File: config.mk
export PLATFORM = sky130hd
export DESIGN_NAME = piso_serializer
export DESIGN_NICKNAME = d
export VERILOG_FILES = /design/src/rtl/piso_serializer.sv
export SDC_FILE = /design/constraint.sdc
export NUM_CORES = 1
export LEC_CHECK = 0
export ABC_AREA = 1
export BUFFER_PORTS_ARGS = -buffer_cell sky130_fd_sc_hd__buf_2
export CORE_AREA = 2 2 56 58
export DETAILED_ROUTE_END_ITERATION = 16
export DIE_AREA = 0 0 58 60
export PLACE_DENSITY = 0.72
export SYNTH_ARGS = -nofsm -noshare
export SYNTH_HDL_FRONTEND = slang
export SYNTH_SLANG_ARGS = --single-unit
File: constraint.sdc
create_clock -name clk -period 1.4 [get_ports clk]
set_input_delay 0 -clock clk [delete_from_list [all_inputs] [get_ports clk]]
set_output_delay 0 -clock clk [all_outputs]
set_load 0.1 [all_outputs]
File: src/rtl/piso_serializer.sv
// Parallel-in serial-out framer with a one-word holding buffer, sof/eof strobes and optional gap.
// Optional feature macro: PISO_PARITY_EN appends an even-parity bit after the data bits of each frame.
module piso_serializer #(
  parameter int WIDTH      = 8,
  parameter int MSB_FIRST  = 1,
  parameter int GAP_CYCLES = 0
) (
  input  logic             clk,
  input  logic             reset,
  input  logic [WIDTH-1:0] in_data,
  input  logic             in_valid,
  output logic             in_ready,
  output logic             d_out,
  output logic             d_valid,
  output logic             sof,
  output logic             eof,
  output logic             busy
);

`ifdef PISO_PARITY_EN
  localparam int FRAME_LEN = WIDTH + 1;
`else
  localparam int FRAME_LEN = WIDTH;
`endif
  localparam int CNT_W = $clog2(WIDTH + 1);
  localparam int GAP_W = (GAP_CYCLES > 0) ? $clog2(GAP_CYCLES + 1) : 1;
  localparam logic [CNT_W-1:0] BIT_LAST = CNT_W'(FRAME_LEN - 1);
  localparam logic [CNT_W-1:0] CNT_ONE  = CNT_W'(1);
  localparam logic [GAP_W-1:0] GAP_LAST = GAP_W'((GAP_CYCLES > 0) ? GAP_CYCLES - 1 : 0);
  localparam logic [GAP_W-1:0] GAP_ONE  = GAP_W'(1);

  typedef enum logic [1:0] {
    IDLE  = 2'd0,
    SHIFT = 2'd1,
    GAP   = 2'd2
  } state_t;

  state_t           state_r, state_s;
  logic [WIDTH-1:0] shreg_r, shreg_s, shifted_s, hold_r;
  logic [CNT_W-1:0] cnt_r, cnt_s;
  logic [GAP_W-1:0] gap_r, gap_s;
  logic             hold_valid_r, load_s, accept_s;
  logic             d_out_r, d_valid_r, sof_r, eof_r;
  logic             d_out_s, d_valid_s, sof_s, eof_s, data_bit_s, bit_s;
`ifdef PISO_PARITY_EN
  localparam logic [CNT_W-1:0] PARITY_POS = CNT_W'(WIDTH);
  logic parity_r, parity_s;

  function automatic logic even_parity(input logic [WIDTH-1:0] word);
    even_parity = ^word;
  endfunction
`endif

  assign accept_s  = in_valid & ~hold_valid_r;
  assign in_ready  = ~hold_valid_r;
  assign busy      = (state_r != IDLE) | hold_valid_r;
  assign d_out     = d_out_r;
  assign d_valid   = d_valid_r;
  assign sof       = sof_r;
  assign eof       = eof_r;
  assign shifted_s = (MSB_FIRST != 0) ? {shreg_r[WIDTH-2:0], 1'b0} : {1'b0, shreg_r[WIDTH-1:1]};

  // Decide whether the holding register moves into the shift register on this edge
  always_comb begin
    load_s = 1'b0;
    case (state_r)
      IDLE:    load_s = hold_valid_r;
      SHIFT:   load_s = hold_valid_r && (cnt_r == BIT_LAST) && (GAP_CYCLES == 0);
      GAP:     load_s = hold_valid_r && (gap_r == GAP_LAST);
      default: load_s = 1'b0;
    endcase
  end

  // Next-state, shift and counter logic
  always_comb begin
    state_s = state_r;
    shreg_s = shreg_r;
    cnt_s   = cnt_r;
    gap_s   = gap_r;
    if (load_s) begin
      state_s = SHIFT;
      shreg_s = hold_r;
      cnt_s   = '0;
    end else begin
      case (state_r)
        IDLE: state_s = IDLE;
        SHIFT: begin
          if (cnt_r != BIT_LAST) begin
            cnt_s   = cnt_r + CNT_ONE;
            shreg_s = shifted_s;
          end else if (GAP_CYCLES > 0) begin
            state_s = GAP;
            gap_s   = '0;
          end else begin
            state_s = IDLE;
          end
        end
        GAP: begin
          if (gap_r != GAP_LAST) begin
            gap_s = gap_r + GAP_ONE;
          end else begin
            state_s = IDLE;
          end
        end
        default: state_s = IDLE;
      endcase
    end
  end

  // Output values for the coming cycle, taken from the next-state view so they can be registered
  always_comb begin
    d_valid_s  = (state_s == SHIFT);
    sof_s      = d_valid_s && (cnt_s == '0);
    eof_s      = d_valid_s && (cnt_s == BIT_LAST);
    data_bit_s = (MSB_FIRST != 0) ? shreg_s[WIDTH-1] : shreg_s[0];
`ifdef PISO_PARITY_EN
    parity_s = load_s ? even_parity(hold_r) : parity_r;
    if (cnt_s == PARITY_POS) begin
      bit_s = parity_s;
    end else begin
      bit_s = data_bit_s;
    end
`else
    bit_s = data_bit_s;
`endif
    d_out_s = d_valid_s && bit_s;
  end

  // Frame state, counters and registered serial outputs
  always_ff @(posedge clk or negedge reset) begin
    if (!reset) begin
      state_r   <= IDLE;
      shreg_r   <= '0;
      cnt_r     <= '0;
      gap_r     <= '0;
      d_out_r   <= 1'b0;
      d_valid_r <= 1'b0;
      sof_r     <= 1'b0;
      eof_r     <= 1'b0;
`ifdef PISO_PARITY_EN
      parity_r  <= 1'b0;
`endif
    end else begin
      state_r   <= state_s;
      shreg_r   <= shreg_s;
      cnt_r     <= cnt_s;
      gap_r     <= gap_s;
      d_out_r   <= d_out_s;
      d_valid_r <= d_valid_s;
      sof_r     <= sof_s;
      eof_r     <= eof_s;
`ifdef PISO_PARITY_EN
      parity_r  <= parity_s;
`endif
    end
  end

  // Holding register: a transfer and an accept never share an edge since in_ready is low while full
  always_ff @(posedge clk or negedge reset) begin
    if (!reset) begin
      hold_valid_r <= 1'b0;
      hold_r       <= '0;
    end else if (load_s) begin
      hold_valid_r <= 1'b0;
    end else if (accept_s) begin
      hold_valid_r <= 1'b1;
      hold_r       <= in_data;
    end
  end

endmodule

==> flow_summary.ini <==
[power]
seqPwrFrac_pct = 28.7
clock_power_share_pct = 8.1
power.switching_uw = 2060
p_comb_share_pct = 63.1
p_int_uw = 2290
irDropWorstVdd_v = 0.00141
switching_share_pct = 47.4
power.density_mw_per_mm2 = 2190
leakage_uw = 0.00103

[yosys]
yosysMostFrequentCell = nand2_1
yosysUniqueCellTypes = 24
post_synth.cell_area_avg_um2 = 8.55
syn_nets = 181
yosys-top-cells-count = 57 x nand2_1, 27 x dfrtp_1, 23 x inv_1
yosys_warnings = 0
synth_area_leaders = dfrtp_1 48%, nand2_1 15%, mux2_2 6.4%
ys_ff_latch = 27
ys_async_sr_fraction_pct = 100
ys.flop_type = dfrtp_1
synth_edf_count = 0
yosysSeqAreaShare_pct = 47.9
synth_top_area_share_pct = 47.9
synth_cells = 165
yosysTopAreaCell = dfrtp_1
synth_area_mm2 = 0.00141

[worst_setup_path]
max_stage_delay_ns = 0.41
cp_data_arrival_time_ns = 1.78
crit_type = reg -> reg
cp_max_fo = 7
required_ns = 1.64
cpMostUsedCell = buf_6
worstSetupStartpointType = register
cp_slowest_cell = dfrtp_1
end_kind = register
worstPathCellList = inv_2 > ha_4 > nand2_2 > nand2_4 > nand2_8 > buf_6 > buf_6 > o21ai_2 > nor2_1

[sta]
fin_crit_ns = 1.54
rsz0062_at_grt = true
fin_skew_ns = 0.00213
fin_tns_setup_ns = -1.12
fmax_ghz = 0.649
worstMarginPinSlew_ns = 0.599
hold_violations = 0
worst_slack_ns = -0.140
period_share_pct = 110
maxSlewHeadroom_pct = 60.1
drv_slew = 0
setup_viol = 14

[placement]
place_congestion = 0.837
port_buffers = 16
placed_area_mm2 = 0.00166
post-place-ws_ns = -0.175
dp_cells = 227
dpl.hpwl_um = 2090

[run_status]
violations = setup timing
status = complete, but fails checks

[run]
maxCapViolCount = 0

[floorplanning]
core_area_mm2 = 0.00290
start_util_pct = 48.6
row_count = 20
ioPinCount = 17
fp.dieArea_mm2 = 0.00348
die_y_um = 60
fp.dieW_um = 58

[detailed_routing]
drc = 0
wl_per_cell_um = 13.1
first_pass_iters = 4
vias = 1237
drt_iter0_markers = 35
postRouteAntennaNets = 0
avgViaCountPerCell = 4.91
wl_um = 3290

[layout]
num_antenna_cells = 0
nets = 236
final_cell_area_mm2 = 0.00198
synthToLayoutAreaGrowth_pct = 40.7
instances_no_fill = 252
drive_above_1_share_pct = 37.4

[global_route]
grt_pass1_wl_um = 5400
antenna_found_initial = 0
grt_overflow = 0
grt_usage_pct = 20.2
grt_max_degree = 28
grt_pass1_vias = 1264

[hold_path]
hp-class = in -> reg

[clocking]
htree_levels = 1
clk_path_buf_depth = 2
insertion_delay_ns = 0.33
cts-root-buf = clkbuf_4
cts_buffers = 3
clk_pin_slew_ns = 0.15
cts_sinks = 27
tritoncts = yes
-- flip-flops by register name, indices dropped and copies added, names as in the netlist --
name	cells
hold_r	8
cnt_r	4
state_r	2
sof	1
d_out	1
hold_valid_r	1
shreg_r	8
eof	1
d_valid	1
-- metal layers --
metal	wire length, um	up-vias	track usage (%)
met5	0	-	0
met4	31	0	3.99
met3	78	4	2.60
met2	1840	23	38.8
met1	1340	593	24.0
li1	-	617	-
-- worst max-delay path, delay by kind of cell, from the launching register on --
kind | cells | cell delay [ns]
adder cells (fa/ha/maj) | 1 | 0.28
buffers and inverters | 3 | 0.33
AND/OR/NAND/NOR | 4 | 0.29
flip-flops | 1 | 0.41
AO/OA/AOI/OAI | 1 | 0.12
-- logic make-up (layout without fill, tap and decap cells) --
kind of cell               Yosys count  after routing  synth area share (%)
and+or+nand+nor                     88             89                  28.6
muxes                                8              8                  6.39
AOI/OAI and AO/OA                   11             11                  5.15
adders and majority gates            5              5                  4.44
buffers and inverters               26             79                  7.54
DFF                                 27             27                  47.9
-- worst paths after layout --
path / startpoint / endpoint / slack (ns) / depth (start not counted)
max: state_r[1] / d_out / -0.14 / 9
min: in_valid / hold_valid_r / 0.02 / 3
max reg2reg: state_r[1] / d_out / -0.14 / 9
min reg2reg: shreg_r[3] / shreg_r[3] / 0.50 / 2
max in group asynchronous: reset / state_r[0] / 0.82 / 2
min in group asynchronous: reset / state_r[1] / 0.18 / 2
-- power by group through the flow --
stage | registers [uW] | clock network, uW | logic (uW)
final | 1250 | 353 | 2750
after global routing | 1280 | 395 | 2990
after CTS | 1250 | 366 | 2540
after detailed placement | 1260 | 0 | 2220
after global placement | 1240 | 0 | 2160
after floorplan | 1470 | 0 | 1410
-- final cells by class --
| type | count | area [um^2] |
|---|---|---|
| tap | 33 | 41.3 |
| fill | 225 | 918 |
| sequential | 27 | 676 |
| inverter | 25 | 98.8 |
| clock inverter | 1 | 7.51 |
| clock buffer | 3 | 22.5 |
| timing repair buffer | 50 | 398 |
| multi-input combinational | 113 | 741 |
-- stage by stage --
| step | hold WS (ns) | total power [uW] | utilization [%] |
|---|---|---|---|
| finish | 0.0230 | 4350 | 68.4 |
| global route | 0.0438 | 4660 | 68.4 |
| CTS | 0.0631 | 4160 | 65.5 |
| detailed placement | 0.0511 | 3470 | 57.0 |
| global placement | 0.0402 | 3400 | 57.0 |
| floorplan | -0.296 | 2880 | - |
-- timing repair --
item,in CTS,in global routing
gates cloned,0,1
setup endpoints to repair,16,20
hold buffers,9,0
setup buffers,10,1
hold endpoints to repair,35,0
pin swaps,5,2
resized for setup,12,16
-- cell usage in the layout, fill, tap and decap left out --
cell type       n
nor2_8          1
mux2_2          8
nor2_1         11
o21ai_2         3
buf_4          19
nand2_2         7
and2_1          1
nand2_8         1
inv_2           4
nand2_4         2
buf_12          1
nor2_2          1
clkbuf_4        4
o21ai_1         2
nand2_1        53
nand3b_1        1
nor3_4          1
clkinvlp_4      2
buf_6           6
a21o_1          1
inv_1          19
a21oi_4         1
nand3_1         9
a21oi_1         1
dfrtp_1        27
clkinv_2        1
ha_4            5
o21ai_0         3
nand3_4         1
dlygate4sd3_1   9
buf_2          14
Power figures use the tool's default switching activity.
